===== src/rtl/manch_rx_ctrl.sv =====
// Frame-level receive controller for the Manchester RF decoder: sync-word hunt,
// length byte, payload bytes, with start/done/error pulses toward the host.
module manch_rx_ctrl #(
  parameter logic [15:0] SYNC_WORD = 16'hA55A,
  parameter int unsigned MAX_LEN   = 32,
  parameter int unsigned TIMEOUT   = 64
) (
  input  logic       clk2x,
  input  logic       rst,
  input  logic       rx_en,
  input  logic       dec_dout,
  input  logic       dec_error,
  input  logic       bit_stb,
  output logic       dec_enable,
  output logic [7:0] byte_data,
  output logic       byte_valid,
  output logic [7:0] frame_len,
  output logic       frame_start,
  output logic       frame_done,
  output logic       frame_err,
  output logic       busy
);

  localparam int TMO_W = $clog2(TIMEOUT + 1);
  localparam logic [TMO_W-1:0] TMO_LAST  = TMO_W'(TIMEOUT - 1);
  localparam logic [7:0]       MAX_LEN_C = 8'(MAX_LEN);

  typedef enum logic [2:0] {
    ST_IDLE = 3'd0,
    ST_HUNT = 3'd1,
    ST_LEN  = 3'd2,
    ST_DATA = 3'd3,
    ST_DONE = 3'd4,
    ST_ERR  = 3'd5
  } state_t;

  state_t           state_r;
  state_t           state_s;
  logic [15:0]      hunt_sr_r;
  logic [4:0]       hunt_cnt_r;
  logic [7:0]       byte_sr_r;
  logic [2:0]       bit_cnt_r;
  logic [7:0]       byte_cnt_r;
  logic [TMO_W-1:0] tmo_cnt_r;

  logic       dec_enable_r;
  logic [7:0] byte_data_r;
  logic       byte_valid_r;
  logic [7:0] frame_len_r;
  logic       frame_start_r;
  logic       frame_done_r;
  logic       frame_err_r;
  logic       busy_r;

  logic        good_stb_s;
  logic        bad_stb_s;
  logic [15:0] hunt_shift_s;
  logic [4:0]  hunt_cnt_inc_s;
  logic        sync_hit_s;
  logic [7:0]  byte_shift_s;
  logic        byte_end_s;
  logic        tmo_hit_s;
  logic        len_bad_s;
  logic        last_byte_s;
  logic        in_frame_r_s;
  logic        in_frame_next_s;
  logic        byte_valid_s;
  logic        len_ok_s;

  assign good_stb_s     = bit_stb & ~dec_error;
  assign bad_stb_s      = bit_stb & dec_error;
  assign hunt_shift_s   = {hunt_sr_r[14:0], dec_dout};
  assign hunt_cnt_inc_s = (hunt_cnt_r == 5'd16) ? 5'd16 : hunt_cnt_r + 5'd1;
  // The match is judged on the value the current strobe is shifting in.
  assign sync_hit_s     = good_stb_s && (hunt_cnt_inc_s == 5'd16) && (hunt_shift_s == SYNC_WORD);
  assign byte_shift_s   = {byte_sr_r[6:0], dec_dout};
  assign byte_end_s     = good_stb_s && (bit_cnt_r == 3'd7);
  assign tmo_hit_s      = !bit_stb && (tmo_cnt_r == TMO_LAST);
  assign len_bad_s      = (byte_shift_s == 8'd0) || (byte_shift_s > MAX_LEN_C);
  assign last_byte_s    = (byte_cnt_r == 8'd1);
  assign in_frame_r_s   = (state_r == ST_LEN) || (state_r == ST_DATA);
  assign in_frame_next_s = (state_s == ST_LEN) || (state_s == ST_DATA);
  assign byte_valid_s   = (state_r == ST_DATA) && byte_end_s && rx_en;
  assign len_ok_s       = (state_r == ST_LEN) && byte_end_s && rx_en && !len_bad_s;

  // Next-state decode for the frame FSM.
  always_comb begin
    state_s = state_r;
    case (state_r)
      ST_IDLE: begin
        if (rx_en) state_s = ST_HUNT;
        else       state_s = ST_IDLE;
      end
      ST_HUNT: begin
        if (!rx_en)          state_s = ST_IDLE;
        else if (sync_hit_s) state_s = ST_LEN;
        else                 state_s = ST_HUNT;
      end
      ST_LEN: begin
        if (!rx_en || bad_stb_s || tmo_hit_s) state_s = ST_ERR;
        else if (byte_end_s)                  state_s = len_bad_s ? ST_ERR : ST_DATA;
        else                                  state_s = ST_LEN;
      end
      ST_DATA: begin
        if (!rx_en || bad_stb_s || tmo_hit_s) state_s = ST_ERR;
        else if (byte_end_s && last_byte_s)   state_s = ST_DONE;
        else                                  state_s = ST_DATA;
      end
      ST_DONE: begin
        if (rx_en) state_s = ST_HUNT;
        else       state_s = ST_IDLE;
      end
      ST_ERR: begin
        if (rx_en) state_s = ST_HUNT;
        else       state_s = ST_IDLE;
      end
      default: state_s = ST_IDLE;
    endcase
  end

  // State register and registered status outputs, all decoded from the next state.
  always_ff @(posedge clk2x) begin
    if (rst) begin
      state_r       <= ST_IDLE;
      dec_enable_r  <= 1'b0;
      busy_r        <= 1'b0;
      frame_start_r <= 1'b0;
      frame_done_r  <= 1'b0;
      frame_err_r   <= 1'b0;
      byte_valid_r  <= 1'b0;
    end else begin
      state_r       <= state_s;
      dec_enable_r  <= (state_s != ST_IDLE);
      busy_r        <= in_frame_next_s;
      frame_start_r <= (state_r == ST_HUNT) && (state_s == ST_LEN);
      frame_done_r  <= (state_s == ST_DONE);
      frame_err_r   <= (state_s == ST_ERR);
      byte_valid_r  <= byte_valid_s;
    end
  end

  // Sync hunt shifter and valid-bit counter; cleared whenever not hunting.
  always_ff @(posedge clk2x) begin
    if (rst) begin
      hunt_sr_r  <= 16'd0;
      hunt_cnt_r <= 5'd0;
    end else if (state_r == ST_HUNT) begin
      if (bad_stb_s) begin
        hunt_cnt_r <= 5'd0;
      end else if (good_stb_s) begin
        hunt_sr_r  <= hunt_shift_s;
        hunt_cnt_r <= hunt_cnt_inc_s;
      end
    end else begin
      hunt_sr_r  <= 16'd0;
      hunt_cnt_r <= 5'd0;
    end
  end

  // Byte assembly, bit/byte counters, inter-strobe timeout and latched byte outputs.
  always_ff @(posedge clk2x) begin
    if (rst) begin
      byte_sr_r   <= 8'd0;
      bit_cnt_r   <= 3'd0;
      byte_cnt_r  <= 8'd0;
      tmo_cnt_r   <= '0;
      byte_data_r <= 8'd0;
      frame_len_r <= 8'd0;
    end else begin
      if (in_frame_r_s && in_frame_next_s) begin
        if (bit_stb) begin
          tmo_cnt_r <= '0;
        end else begin
          tmo_cnt_r <= tmo_cnt_r + TMO_W'(1);
        end
        if (good_stb_s) begin
          byte_sr_r <= byte_shift_s;
          bit_cnt_r <= bit_cnt_r + 3'd1;
        end
      end else begin
        // Any partial byte is dropped on entry, exit or abort.
        byte_sr_r <= 8'd0;
        bit_cnt_r <= 3'd0;
        tmo_cnt_r <= '0;
      end
      if ((state_r == ST_LEN) && byte_end_s && rx_en) begin
        byte_data_r <= byte_shift_s;
      end else if (byte_valid_s) begin
        byte_data_r <= byte_shift_s;
      end
      if (len_ok_s) begin
        frame_len_r <= byte_shift_s;
        byte_cnt_r  <= byte_shift_s;
      end else if (byte_valid_s) begin
        byte_cnt_r  <= byte_cnt_r - 8'd1;
      end
    end
  end

  assign dec_enable  = dec_enable_r;
  assign byte_data   = byte_data_r;
  assign byte_valid  = byte_valid_r;
  assign frame_len   = frame_len_r;
  assign frame_start = frame_start_r;
  assign frame_done  = frame_done_r;
  assign frame_err   = frame_err_r;
  assign busy        = busy_r;

endmodule


===== config.mk =====
export PLATFORM = sky130hd
export DESIGN_NAME = manch_rx_ctrl
export DESIGN_NICKNAME = d
export VERILOG_FILES = /design/src/rtl/manch_rx_ctrl.sv
export SDC_FILE = /design/constraint.sdc
export NUM_CORES = 1
export LEC_CHECK = 0
export BUFFER_PORTS_ARGS = -buffer_cell sky130_fd_sc_hd__buf_2
export CELL_PAD_IN_SITES_DETAIL_PLACEMENT = 0
export CELL_PAD_IN_SITES_GLOBAL_PLACEMENT = 1
export CORE_UTILIZATION = 42
export CTS_BUF_LIST = sky130_fd_sc_hd__clkbuf_2
export DETAILED_ROUTE_END_ITERATION = 10
export PLACE_DENSITY = 0.87
export SLEW_MARGIN = 25
export SYNTH_ARGS = -nofsm -noshare
export SYNTH_HDL_FRONTEND = slang
export SYNTH_SLANG_ARGS = --single-unit

===== constraint.sdc =====
create_clock -name clk2x -period 1.7 [get_ports clk2x]
set_input_delay 0.255 -clock clk2x [delete_from_list [all_inputs] [get_ports clk2x]]
set_output_delay 0.255 -clock clk2x [all_outputs]
set_load 0.005 [all_outputs]

-- Word level (Yosys, flattened, before mapping)
Cells that the tools add are included.
- register bits: 70
- bits of input ports: 6
- output and inout bits: 22
- $add $sub $neg: 4
- order comparisons: 1
- eq/ne operators: 15
- mux-type cells: 14
- bitwise logic cells: 6
- reductions and logical operators: 31
- operator list (operator ; count):
    $mux 8 ; 4
    $eq 16x16->1 const B ; 1
    $eq 3x3->1 const B ; 5
    $mux 3 ; 5
    $eq 3x2->1 const B ; 4
    $logic_and 1x1->1 ; 12
    $pmux 3 s4 ; 1
    $eq 5x5->1 const B ; 2
    $reduce_or 3->1 ; 3
    $eq 8x1->1 const B ; 1
    $gt 8x6->1 const B ; 1
    $logic_not 8->1 ; 1
    $sub 8x1->8 const B ; 1
    $add 7x1->7 const B ; 1
    $eq 7x6->1 const B ; 1
    $add 5x1->5 const B ; 1
    $logic_or 1x1->1 ; 5
    $mux 5 ; 1
    $mux 2 ; 2
    $not 1->1 ; 4
    $reduce_bool 2->1 ; 2
    $reduce_or 2->1 ; 2
    $add 3x1->3 const B ; 1
    $eq 3x1->1 const B ; 1
    6 further kinds ; 9

-- Logic depth before layout (Yosys ltp)
- word-level depth: 13
- depth in mapped cells: 8
- mapped depth without buffers: 7

-- Least setup slack after synthesis
OpenSTA, ideal clock, no wires.
- path type: flip-flop to flip-flop
- from: register bit_cnt_r[0]
- to: register frame_done_r, in the netlist frame_done
- data arrival time: 1.722 ns
- path slack: -0.114 ns
- stages on the path, launching flop included: 8
- buffers on the path: 0
- cell sequence: dfxtp_1 ha_1 ha_1 inv_1 a2111oi_0 nand3b_2 and2_1 nor4_1
- longest elaborated chain between the ends: 7
- elaborated cells between the ends (all ways): 9
- those cells by class: 2 x eq/ne; 5 x mux; 2 x reduce/logical
- ends and longest elaborated chain (element ; RTL line ; source):
    start, declared ; 42 ; logic [2:0] bit_cnt_r;
    start signal, assigned ; 178 ; bit_cnt_r <= bit_cnt_r + 3'd1;
    $eq 3x3->1 (*) ; 77 ; assign byte_end_s = good_stb_s && (bit_cnt_r == 3'd7);
    $logic_and 1x1->1 (*) ; 77 ;
    $logic_and 1x1->1 ; 106 ; else if (byte_end_s && last_byte_s) state_s = ST_DONE;
    $mux 3 ; 106 ;
    $mux 3 ; 105 ; if (!rx_en || bad_stb_s || tmo_hit_s) state_s = ST_ERR;
    $pmux 3 s4 (*) ; 89 ; case (state_r)
    $eq 3x3->1 (*) ; 136 ; frame_done_r <= (state_s == ST_DONE);
    end signal, assigned ; 136 ;
    end, declared ; 51 ; logic frame_done_r;
Every way passes the cells marked *; elsewhere a longest branch is shown, timed or not.
A chain may end at the register's enable or synchronous reset.

-- Worst setup path in the final report
- from: register byte_sr_r[1]
- to: register byte_cnt_r[0]
- longest elaborated chain between the ends: 5
- elaborated cells between the ends (all ways): 7
- those cells by class: 1 x order compare; 1 x mux; 5 x reduce/logical
- ends and longest elaborated chain (element ; RTL line ; source):
    start, declared ; 41 ; logic [7:0] byte_sr_r;
    start signal, assigned ; 177 ; byte_sr_r <= byte_shift_s;
    $gt 8x6->1 / $logic_not 8->1 (equally long branches) ; 79 ; assign len_bad_s = (byte_shift_s == 8'd0) || (byte_shift_s > MAX_LEN_C);
    $logic_or 1x1->1 (*) ; 79 ;
    $logic_not 1->1 (*) ; 84 ; assign len_ok_s = (state_r == ST_LEN) && byte_end_s && rx_en && !len_bad_s;
    $logic_and 1x1->1 (*) ; 84 ;
    $mux 8 / $reduce_bool 2->1 (equally long branches) ; n/a ;
    end signal, assigned ; 193 ; byte_cnt_r <= byte_shift_s;
    end signal, assigned ; 195 ; byte_cnt_r <= byte_cnt_r - 8'd1;
    end, declared ; 43 ; logic [7:0] byte_cnt_r;
Marked as above.

==> out/results.ini <==
[route]
drt_iter0_markers=112
drtAntennaViolNets=0
wl_per_cell_um=13.9
via_per_inst=5.21
wl_um=7500
vias=2819
drc=0
drt_first_pass_iters=4

[timing]
setup_viol=38
finalClockSkew_ps=24.7
post-route-period-util_pct=111
setup_slack_ps=-182
worst_pin_slew_ps=589
drv_slew=0
fin_tns_setup_ps=-4090
fmax_ghz=0.531
finalCriticalPeriod_ps=1880
slew_headroom_pct=60.5
rsz0062_at_grt=true
finalHoldViolCount=0

[status]
violations=setup timing
status=finished with violations

[synthesis]
yosysUniqueCellTypes=50
synth_area_um2=3030
ys.flop_type=dfxtp_1
synth_top_family_by_area=simple AND/OR/NAND/NOR gates
syn_nets=371
avgSynthCellArea_um2=8.47
postSynthCellCount=358
synthMuxAreaShare_pct=2.64
ys_warn_count=0
async_flop_share_pct=0
yosys.area_share.simple_pct=27.8
synth_edf_count=0
synth_xor_area_share_pct=3.47
ys_seq_elements=70
ys_seq_area_share_pct=46.2
synthAdderAreaFrac_pct=2.89
synth_compound_area_share_pct=13.5

[power_and_ir_drop]
p_leak_nw=1.44
peakVddDrop_mv=0.435
powerDensity_nw_per_um2=630

[floorplan]
core_um2=6870
die_height_um=87.0
start_util_pct=44.1
fp-row-count=30
dieArea_um2=7560
ioPinCount=28
die_w_um=87.0

[job]
cap_violations=0

[final_layout]
drive_above_1_share_pct=35.5
area_growth_pct=34.0
fin_nets=453
n_antenna_cell=0

[global_route]
antenna_found_initial=0
grt_usage_pct=21.2
grt.overflow.total=0
grt_max_degree=27
grt_pass1_vias=2619
grt_pass1_wl_um=12400

[place]
gp_congestion=0.801
dpl.hpwl_um=4940
io_buffers=27
pre_cts_ws_ps=-200

[critical_path]
crit_type=flop to flop
end_kind=flop
reg2reg_depth=7
crit_path_start_kind=flop
cp.arrival_ps=2290
crit_required_ps=2110
crit_path_max_fanout=7

[clocking]
max-clock-path-buffers=2
insertion_delay_ps=500
cts_num_sinks=70
cts-root-buf=clkbuf_2
numCtsBuffers=9
cts_tree=yes
clkTransAtPathRegs_ps=190
htreeDepth=3

[worst_hold_path]
min_delay_path_depth=4
hp-class=input port to flop

==> metrics by stage <==
step           hold WS (ps)  utilization [%]  instances  total power (W)  cell area (µm²)
6_report                167             59.1        541          0.00256             4060
5_1_grt                 146             59.1        541          0.00268             4060
4_1_cts                 132             57.3        539          0.00258             3930
3_5_place_dp            446             53.0        514          0.00180             3640
3_3_place_gp            442             53.0        514          0.00180             3640
2_1_floorplan           343                -        358          0.00175             3070
==> path summary, 6_finish.rpt <==
check | slack, ps | start | to
worst min register to register | 450 | hunt_sr_r[11] | hunt_sr_r[12]
worst max register to register | -180 | byte_sr_r[1] | byte_cnt_r[0]
worst max-delay path | -180 | byte_sr_r[1] | byte_cnt_r[0]
worst min-delay path | 170 | bit_stb | hunt_cnt_r[2]
==> critical path, stage by stage (launching register included) <==
cell and delay [ps]:
dfxtp_2 360, or4_4 500, buf_4 160, o21a_1 190, o21ai_2 210, buf_6 160
nor2_1 50, a211oi_1 170
==> logic make-up (layout without fill, tap and decap cells) <==
logic type	after synthesis	after routing
XOR/XNOR	12	12
adder cells (fa/ha/maj)	7	7
buffers and inverters	26	112
flip-flops	70	70
AND/OR/NAND/NOR	169	170
AO/OA/AOI/OAI	66	66
multiplexers	8	8
==> layout make-up <==
class | count | area (µm²)
inverters | 8 | 30.0
multi-input cells | 263 | 1790
repair buffers | 88 | 632
flip-flops and latches | 70 | 1410
clock inverters | 5 | 26.3
clock buffers | 11 | 55.1
fillers | 617 | 2810
well taps | 96 | 120
==> synth_stat cells (all sizes together), types with 7 or more instances <==
library cell | number | area share [%]
xnor2 | 7 | 2.0
nor3 | 16 | 2.8
ha | 7 | 2.9
clkbuf | 13 | 1.6
a21oi | 43 | 8.2
a31oi | 7 | 1.4
dfxtp | 70 | 46
nand3 | 15 | 2.9
nand2 | 69 | 8.5
nor2 | 29 | 3.6
inv | 8 | 0.99
mux2i | 8 | 2.6
==> where the power goes <==
part / switching, W / total [W] / internal (W) / leakage, nW
Clock: 0.000577 / 0.000769 / 0.000193 / 0.0591
Sequential: 0.00000164 / 0.00165 / 0.00164 / 0.567
Combinational: 0.0000931 / 0.000145 / 0.0000523 / 0.814
Total: 0.000671 / 0.00256 / 0.00189 / 1.44
==> timing repair <==
| action | 4_1_cts | 5_1_grt |
|---|---|---|
| setup buffers | 4 | 2 |
| gates resized for setup | 32 | 23 |
| setup endpoints to repair | 39 | 45 |
| gates cloned | 2 | 0 |
| pin swaps | 13 | 12 |
| hold endpoints to repair | 4 | 0 |
| hold buffers | 3 | 0 |
==> cells in the final DEF (no fill, tap or decap), drive strengths merged, types with 2 or more instances in the layout <==
cell,Yosys,routed
nand3b,3,3
nor2b,3,3
or2,2,2
nand2b,5,5
nor4bb,2,2
a31oi,7,7
o21ai,6,6
nor2,29,29
ha,7,7
inv,8,8
nor3b,3,3
clkbuf,13,11
dfxtp,70,70
xor2,5,5
nor4,5,5
nand2,69,69
nor3,16,16
or3,4,4
nand3,15,16
clkinv,0,4
a21oi,43,43
buf,5,85
and4b,2,2
xnor2,7,7
dlygate4sd3,0,3
mux2i,8,8
nand4,4,4
==> routing by layer <==
metal / up-vias / share of wire [%] / GRT usage (%)
met1: 1338 / 48 / 28.3
met3: 14 / 3.8 / 3.60
li1: 1408 / - / -
met4: 0 / 1.9 / 10.2
met2: 59 / 47 / 33.2
met5: - / 0 / 0
==> sequential cells by signal, summed over array words and instances (netlist names) <==
| signal | count |
|---|---|
| bit_cnt_r | 3 |
| busy | 1 |
| byte_cnt_r | 8 |
| byte_data | 8 |
| byte_sr_r | 7 |
| byte_valid | 1 |
| dec_enable | 1 |
| frame_done | 1 |
| frame_err | 1 |
| frame_len | 8 |
| frame_start | 1 |
| hunt_cnt_r | 5 |
| hunt_sr_r | 15 |
| state_r | 3 |
| tmo_cnt_r | 7 |
(Power assumes the default switching activity.)
